## src/rtl/pipe_select_mux_pkg.sv

```systemverilog
// Shared types and helpers for the pipe_select_mux block.
// Buffer state encoding and select-width calculation.
package pipe_select_mux_pkg;

    typedef enum logic [1:0] {
        EMPTY = 2'd0,
        ONE   = 2'd1,
        FULL  = 2'd2
    } buf_state_e;

    function automatic int sel_width(input int n);
        if (n <= 2) begin
            return 1;
        end
        return $clog2(n);
    endfunction

endpackage

```

## src/rtl/pipe_select_mux_if.sv

```systemverilog
// Upstream/downstream bundle for pipe_select_mux.
// slave is the block side, master the environment side.
interface pipe_select_mux_if #(
    parameter int NUM_INPUTS = 4,
    parameter int IN_WIDTH   = 32,
    parameter int OUT_WIDTH  = 32
);
    import pipe_select_mux_pkg::*;

    localparam int SEL_W = sel_width(NUM_INPUTS);

    logic [SEL_W-1:0]               sel;
    logic [NUM_INPUTS*IN_WIDTH-1:0] in_data;
    logic                           in_valid;
    logic                           in_ready;
    logic                           flush;
    logic [OUT_WIDTH-1:0]           out_data;
    logic [SEL_W-1:0]               out_sel;
    logic                           out_valid;
    logic                           out_ready;
    logic                           sel_err;

    modport slave (
        input  sel, in_data, in_valid, flush, out_ready,
        output in_ready, out_data, out_sel, out_valid, sel_err
    );

    modport master (
        output sel, in_data, in_valid, flush, out_ready,
        input  in_ready, out_data, out_sel, out_valid, sel_err
    );

endinterface

```

## src/rtl/pipe_select_mux_sel_extend.sv

```systemverilog
// Channel pick plus sign/zero extension, shared by both load paths.
// An out-of-range select yields zero data and raises err_o.
module pipe_select_mux_sel_extend
    import pipe_select_mux_pkg::*;
#(
    parameter int NUM_INPUTS = 4,
    parameter int IN_WIDTH   = 32,
    parameter int OUT_WIDTH  = 32,
    parameter int SIGN_EXT   = 1,
    parameter int SEL_W      = sel_width(NUM_INPUTS)
) (
    input  logic [SEL_W-1:0]               sel_i,
    input  logic [NUM_INPUTS*IN_WIDTH-1:0] data_i,
    output logic [OUT_WIDTH-1:0]           data_o,
    output logic                           err_o
);

    logic [IN_WIDTH-1:0] chan;
    logic                fill;

    always_comb begin
        chan  = '0;
        err_o = 1'b1;
        for (int k = 0; k < NUM_INPUTS; k++) begin
            if (int'(sel_i) == k) begin
                chan  = data_i[k*IN_WIDTH +: IN_WIDTH];
                err_o = 1'b0;
            end
        end
        fill   = (SIGN_EXT != 0) && chan[IN_WIDTH-1];
        data_o = {OUT_WIDTH{fill}};
        data_o[IN_WIDTH-1:0] = chan;
    end

endmodule

```

## src/rtl/pipe_select_mux.sv

```systemverilog
// Registered channel select with a two-entry skid buffer.
// Main register feeds the outputs; skid absorbs one stalled beat.
module pipe_select_mux
    import pipe_select_mux_pkg::*;
#(
    parameter int NUM_INPUTS = 4,
    parameter int IN_WIDTH   = 32,
    parameter int OUT_WIDTH  = 32,
    parameter int SIGN_EXT   = 1
) (
    input  logic             clk,
    input  logic             reset,
    pipe_select_mux_if.slave bus
);

    localparam int SEL_W = sel_width(NUM_INPUTS);

    buf_state_e           state_q, state_d;
    logic [OUT_WIDTH-1:0] main_data_q, main_data_d;
    logic [OUT_WIDTH-1:0] skid_data_q, skid_data_d;
    logic [SEL_W-1:0]     main_sel_q, main_sel_d;
    logic [SEL_W-1:0]     skid_sel_q, skid_sel_d;
    logic                 in_ready_q, in_ready_d;
    logic                 sel_err_q, sel_err_d;
    logic [OUT_WIDTH-1:0] ext_data;
    logic                 ext_err;
    logic                 out_valid;
    logic                 in_xfer;
    logic                 out_xfer;

    pipe_select_mux_sel_extend #(
        .NUM_INPUTS (NUM_INPUTS),
        .IN_WIDTH   (IN_WIDTH),
        .OUT_WIDTH  (OUT_WIDTH),
        .SIGN_EXT   (SIGN_EXT),
        .SEL_W      (SEL_W)
    ) u_sel_extend (
        .sel_i  (bus.sel),
        .data_i (bus.in_data),
        .data_o (ext_data),
        .err_o  (ext_err)
    );

    assign out_valid = (state_q != EMPTY);
    assign in_xfer   = bus.in_valid & in_ready_q & ~bus.flush;
    assign out_xfer  = out_valid & bus.out_ready;

    always_comb begin
        state_d     = state_q;
        main_data_d = main_data_q;
        main_sel_d  = main_sel_q;
        skid_data_d = skid_data_q;
        skid_sel_d  = skid_sel_q;
        sel_err_d   = sel_err_q | (in_xfer & ext_err);
        unique case (state_q)
            EMPTY: begin
                if (in_xfer) begin
                    main_data_d = ext_data;
                    main_sel_d  = bus.sel;
                    state_d     = ONE;
                end
            end
            ONE: begin
                if (in_xfer && out_xfer) begin
                    main_data_d = ext_data;
                    main_sel_d  = bus.sel;
                end else if (in_xfer) begin
                    skid_data_d = ext_data;
                    skid_sel_d  = bus.sel;
                    state_d     = FULL;
                end else if (out_xfer) begin
                    state_d = EMPTY;
                end
            end
            FULL: begin
                if (out_xfer) begin
                    main_data_d = skid_data_q;
                    main_sel_d  = skid_sel_q;
                    state_d     = ONE;
                end
            end
            default: state_d = EMPTY;
        endcase
        if (bus.flush) begin
            state_d = EMPTY;
        end
        // Registered so in_ready never depends on same-cycle inputs.
        in_ready_d = (state_d != FULL);
    end

    always_ff @(posedge clk) begin
        if (reset) begin
            state_q     <= EMPTY;
            main_data_q <= '0;
            main_sel_q  <= '0;
            skid_data_q <= '0;
            skid_sel_q  <= '0;
            in_ready_q  <= 1'b1;
            sel_err_q   <= 1'b0;
        end else begin
            state_q     <= state_d;
            main_data_q <= main_data_d;
            main_sel_q  <= main_sel_d;
            skid_data_q <= skid_data_d;
            skid_sel_q  <= skid_sel_d;
            in_ready_q  <= in_ready_d;
            sel_err_q   <= sel_err_d;
        end
    end

    assign bus.in_ready  = in_ready_q;
    assign bus.out_valid = out_valid;
    assign bus.out_data  = main_data_q;
    assign bus.out_sel   = main_sel_q;
    assign bus.sel_err   = sel_err_q;

endmodule
```

## src/flat_wrapper.sv

```systemverilog
// flat-port wrapper written by rule: the top's interface ports become plain ports
module pipe_select_mux_flat import pipe_select_mux_pkg::*;
#(
    parameter int NUM_INPUTS = 4,
    parameter int IN_WIDTH   = 32,
    parameter int OUT_WIDTH  = 32,
    parameter int SIGN_EXT   = 1
)
  (clk, reset, bus_sel, bus_in_data, bus_in_valid, bus_flush, bus_out_ready, bus_in_ready, bus_out_data, bus_out_sel, bus_out_valid, bus_sel_err);
  pipe_select_mux_if #(.NUM_INPUTS(NUM_INPUTS), .IN_WIDTH(IN_WIDTH), .OUT_WIDTH(OUT_WIDTH)) bus_i ();
  input  logic clk;
  input  logic reset;
  input wire logic [$bits(bus_i.sel)-1:0] bus_sel;
  input wire logic [$bits(bus_i.in_data)-1:0] bus_in_data;
  input wire logic [$bits(bus_i.in_valid)-1:0] bus_in_valid;
  input wire logic [$bits(bus_i.flush)-1:0] bus_flush;
  input wire logic [$bits(bus_i.out_ready)-1:0] bus_out_ready;
  output wire logic [$bits(bus_i.in_ready)-1:0] bus_in_ready;
  output wire logic [$bits(bus_i.out_data)-1:0] bus_out_data;
  output wire logic [$bits(bus_i.out_sel)-1:0] bus_out_sel;
  output wire logic [$bits(bus_i.out_valid)-1:0] bus_out_valid;
  output wire logic [$bits(bus_i.sel_err)-1:0] bus_sel_err;
  assign bus_i.sel = bus_sel;
  assign bus_i.in_data = bus_in_data;
  assign bus_i.in_valid = bus_in_valid;
  assign bus_i.flush = bus_flush;
  assign bus_i.out_ready = bus_out_ready;
  assign bus_in_ready = bus_i.in_ready;
  assign bus_out_data = bus_i.out_data;
  assign bus_out_sel = bus_i.out_sel;
  assign bus_out_valid = bus_i.out_valid;
  assign bus_sel_err = bus_i.sel_err;
  pipe_select_mux #(.NUM_INPUTS(NUM_INPUTS), .IN_WIDTH(IN_WIDTH), .OUT_WIDTH(OUT_WIDTH), .SIGN_EXT(SIGN_EXT)) u_core (.clk(clk), .reset(reset), .bus(bus_i));
endmodule
```

## config.mk

```make
export PLATFORM = sky130hd
export DESIGN_NAME = pipe_select_mux_flat
export DESIGN_NICKNAME = d
export VERILOG_FILES = /design/src/rtl/pipe_select_mux_pkg.sv /design/src/rtl/pipe_select_mux_if.sv /design/src/rtl/pipe_select_mux_sel_extend.sv /design/src/rtl/pipe_select_mux.sv /design/src/flat_wrapper.sv
export SDC_FILE = /design/constraint.sdc
export NUM_CORES = 1
export LEC_CHECK = 0
export ABC_AREA = 1
export CORE_MARGIN = 2
export CORE_UTILIZATION = 39
export DETAILED_ROUTE_END_ITERATION = 7
export PLACE_DENSITY = 0.77
export RECOVER_POWER = 100
export SYNTH_ARGS = -nofsm -noshare
export SYNTH_HDL_FRONTEND = slang
export SYNTH_SLANG_ARGS = --single-unit
```

## constraint.sdc

```tcl
create_clock -name clk -period 1.25 [get_ports clk]
set_input_delay 0.25 -clock clk [delete_from_list [all_inputs] [get_ports clk]]
set_output_delay 0.25 -clock clk [all_outputs]
set_load 0.1 [all_outputs]
```

# ---- Yosys cells after proc, flatten, opt, wreduce, memory -nomap -nowiden
# Cells that the tools add are included.
dict set report totals {
  reg_bits 72
  in_bits 135
  out_inout_bits 37
}
dict set report op_classes {
  eq_ne 9
  muxes 23
  bitwise 7
  reduce_logical 7
}
# cell n
set op_table {}
lappend op_table {{$mux 32} 7}
lappend op_table {{$pmux 32 s3} 1}
lappend op_table {{$mux 2} 9}
lappend op_table {{$pmux 2 s3} 2}
lappend op_table {{$eq 2x2->1 const B} 3}
lappend op_table {{$ne 2x1->1 const B} 3}
lappend op_table {{$and 1x1->1} 4}
lappend op_table {{$eq 2x1->1 const B} 2}
lappend op_table {{$logic_not 2->1} 2}
lappend op_table {{$mux 1} 4}
lappend op_table {{$reduce_and 4->1} 1}
lappend op_table {{$reduce_and 3->1} 1}
lappend op_table {{$reduce_bool 3->1} 1}
lappend op_table {{$ne 2x2->1 const B} 1}
lappend op_table {{$not 1->1} 2}
lappend op_table {{$reduce_bool 2->1} 1}
lappend op_table {{$logic_and 1x1->1} 1}
lappend op_table {{$or 1x1->1} 1}

# ---- Depth between registers and ports, before layout
dict set report depth {
  ltp_word 8
  mapped_depth 9
  ltp_nobuf 8
}

# ---- Cells and area by module
# A second synthesis with hierarchy kept.
dict set report unflattened {
  hier_cells 690
  area_unflattened_um2 4205.3
}
# mod instances cells_per_inst area_each_um2
set modules_own_cells {}
lappend modules_own_cells {pipe_select_mux 1 502 3225.6}
lappend modules_own_cells {pipe_select_mux_sel_extend 1 188 979.7}

# ---- Worst setup path after synthesis
# Ideal clock, no wire load.
dict set report synth_timing {
  path_kind {register to register}
  from {register u_core.in_ready_q, in the netlist u_core.bus.in_ready}
  to {register u_core.main_data_q[19], in the netlist u_core.bus.out_data[19]}
  t_arrival_ps 1794
  required_time_ps 1133
  slack_ps -661
  stages_incl_launch_ff 10
  path_cell_list {dfxtp_1 nand2_1 inv_1 nand2_1 nand2_1 nand2_1 buf_4 buf_4 nor2_1 a21oi_1}
}
dict set report synth_between {
  elab_chain_len 5
}
# element line_no
set synth_rtl {}
lappend synth_rtl {{start: declaration} pipe_select_mux.sv:23} ;# logic in_ready_q, in_ready_d;
lappend synth_rtl {{start signal: assignment} pipe_select_mux.sv:106} ;# in_ready_q <= in_ready_d;
lappend synth_rtl {{$and 1x1->1 (*) (2 in series)} pipe_select_mux.sv:45} ;# assign in_xfer = bus.in_valid & in_ready_q & ~bus.flush;
lappend synth_rtl {{$logic_and 1x1->1} pipe_select_mux.sv:64} ;# if (in_xfer && out_xfer) begin
lappend synth_rtl {{$ne 2x1->1 (no source line)} n/a}
lappend synth_rtl {{$reduce_and 4->1 (no source line) (*)} n/a}
lappend synth_rtl {{end signal: assignment} pipe_select_mux.sv:102} ;# main_data_q <= main_data_d;
lappend synth_rtl {{end: declaration} pipe_select_mux.sv:19} ;# logic [OUT_WIDTH-1:0] main_data_q, main_data_d;
# Every way passes the cells marked *; elsewhere a longest branch is shown, timed or not.
# A chain may end at the register's enable or synchronous reset.

# ---- Worst setup path after layout
dict set report layout_timing {
  from {register u_core.state_q[1]}
  to {output bus_out_valid}
}
dict set report layout_between {
  elab_chain_len 1
}
# element line_no
set layout_rtl {}
lappend layout_rtl {{start: declaration} pipe_select_mux.sv:18} ;# buf_state_e state_q, state_d;
lappend layout_rtl {{start signal: assignment} pipe_select_mux.sv:101} ;# state_q <= state_d;
lappend layout_rtl {{$reduce_bool 2->1} pipe_select_mux.sv:44} ;# assign out_valid = (state_q != EMPTY);
lappend layout_rtl {{end: declaration} flat_wrapper.sv:21} ;# output wire logic [$bits(bus_i.out_valid)-1:0] bus_out_valid;
# Every way passes these cells.

==> flow_summary.yaml <==
sta:
  tightest_slew_ns: 0.229
  hold_violations: 0
  rsz0062_at_grt: "true"
  whs_ns: 0.455
  setup_tns_ns: -1.79
  setup_viol_count_final: 54
  skew_ns: 0.00937
  slew_viol_final: 0
  finalCriticalPeriod_ns: 1.36
  setup_slack_ns: -0.112
  period_share_pct: 109
  clock.fmax_mhz: 734
  max_slew_margin_pct: 84.7
grt:
  grt_pass1_vias: 4980
  grt_usage_pct: 24.4
  grt_start_max_net_pins: 43
  grt_pass1_wl_mm: 22.5
  grt-ovfl-total: 0
  grt_antenna_before_repair: 0
final_layout:
  stdcell_count: 993
  drive_above_1_share_pct: 13.7
  final_area_um2: 6630
  final_common_cell: "clkdlybuf4s50_1"
  area_delta_synth_final_pct: 59.9
  n_antenna_cell: 0
  final_net_count: 987
  layout_common_cells: "clkdlybuf4s50_1 (131), nand2_1 (102), nor2_1 (101)"
placed_design:
  io_buffers: 171
  dp_hpwl_mm: 10.3
  dp_cells: 973
  place_congestion: 0.832
  postPlaceCellArea_um2: 6570
synthesis:
  synth_area_leaders: "dfxtp_1 (35%), nand3_1 (12%), nand2_1 (9.6%)"
  ys_seq_elements: 72
  ys_types: 17
  yosysSeqAreaShare_pct: 34.8
  synth_top_area_cell: "dfxtp_1"
  yosys_warnings: 0
  synth_nets: 814
  synth_top_area_share_pct: 34.8
  postSynthAreaPerCell_um2: 6.10
  syn_inst: 679
  synth_area_um2: 4140
worst_setup_path:
  cp.arrival_ns: 1.11
  reg2reg_from: "u_core.state_q[1]"
  cp-start-kind: "register"
  worstSetupPathType: "register to output port"
  crit_fanout: 3
  critical_path_required_ns: 1.00
  endpoint_kind: "output port"
  startpoint: "u_core.state_q[1]"
power:
  power.switching_mw: 2.18
  power_frac_seq_pct: 38.9
  powerDensity_nw_per_um2: 952
  combPwrFrac_pct: 31.6
  switching_share_pct: 34.5
  peakVddDrop_v: 0.000494
  p_leak_nw: 2.85
  p_clk_share_pct: 29.5
  internal-power_mw: 4.13
die:
  rows: 37
  core-area_um2: 10300
  die_area_um2: 11500
  die_y_um: 107
  initial_core_util_pct: 40.1
  ios: 172
  die_x_um: 107
route:
  num_vias: 5035
  dr.pass1.iters: 5
  drc: 0
  drt_iter0_markers: 232
  drtAntennaViolNets: 0
  detail_route.wl_per_cell_um: 14.4
  wl_mm: 14.3
  routed_via_density: 5.07
cts:
  clkLatencyLatePin_ns: 0.35
  numCtsBuffers: 9
  clockRootBuffer: "clkbuf_8"
  clkTransAtPathRegs_ns: 0.08
  postCtsHoldBufs: 0
  cts_sinks: 72
  clockBufferDepth: 2
  cts_max_level: 3
  cts_tree: "yes"
worst_hold_path:
  holdCritStartpoint: "u_core.bus.sel_err"
  min_path_type: "register to register"
status:
  status: "finished with violations"
  violations: "setup timing"
flow_run:
  drv_cap: 0
synth_stat cells, drive strengths merged:
library cell    n
or2            32
nand3          99
inv            78
a21oi          67
dfxtp          72
nor2          106
o21ai          70
clkbuf         20
nand3b          1
nand2         106
buf            28
what timing repair did:
| action | in CTS | in global routing |
|---|---|---|
| pin swaps | 0 | 2 |
| gates cloned | 1 | 2 |
| buffers inserted | 1 | 0 |
| resized for setup | 5 | 17 |
| setup endpoints to repair | 55 | 73 |
path summary, 6_finish.rpt:
| kind | endpoint | slack (ns) | depth (start not counted) |
|---|---|---|---|
| worst min-delay path | u_core.bus.sel_err | 0.46 | 2 |
| worst max-delay path | bus_out_valid | -0.11 | 4 |
| worst max register to register | u_core.bus.out_data[21] | -0.07 | 8 |
| worst min register to register | u_core.bus.sel_err | 0.46 | 2 |
cell type report:
type	count	area (um^2)
clock inverters	7	70.1
multi-input cells	481	2230
flip-flops and latches	72	1450
clock buffers	9	124
fillers	885	3700
inverters	78	298
well taps	136	170
repair buffers	210	2280
through the flow:
| step | utilization [%] | power [mW] | worst slack [ns] |
|---|---|---|---|
| global route | 64.2 | 6.58 | -0.167 |
| detailed placement | 63.6 | 4.62 | -0.428 |
| CTS | 66.0 | 6.47 | -0.103 |
| finish | 64.2 | 6.31 | -0.112 |
| global placement | 63.6 | 4.59 | -0.345 |
| floorplan | - | 3.62 | -0.0930 |
state kept, by name (all words and copies together), names as in the netlist:
name                 cells
u_core.bus.out_data     32
u_core.skid_data_q      32
u_core.bus.out_sel       2
u_core.skid_sel_q        2
u_core.state_q           2
u_core.bus.in_ready      1
u_core.bus.sel_err       1
layer usage:
metal	GRT usage (%)	wire length [um]	up-vias
li1	-	-	2509
met1	28.9	5860	2290
met2	42.1	7200	200
met3	4.62	904	36
met4	11.7	362	0
met5	0	0	-
power groups by stage:
stage                     Sequential, mW  Combinational [mW]  Clock (mW)
after floorplan                     3.06               0.554           0
after global placement              2.53                2.06           0
after detailed placement            2.53                2.09           0
after CTS                           2.48                2.10        1.89
after global routing                2.46                2.12        2.00
final                               2.45                1.99        1.86
critical path, cell delays in order, from the launching register on:
cell and delay [ns]:
dfxtp_4 0.37, nor2_4 0.11, buf_6 0.11, inv_4 0.03, buf_12 0.15
kinds of logic (layout without fill, tap and decap cells):
logic type	Yosys count	in the layout	synth area share [%]
compound gates	137	137	16.6
flops	72	72	34.8
simple gates	344	344	36.2
buf+inv	126	304	12.4
Note: power is estimated with default switching activity, not from simulation.
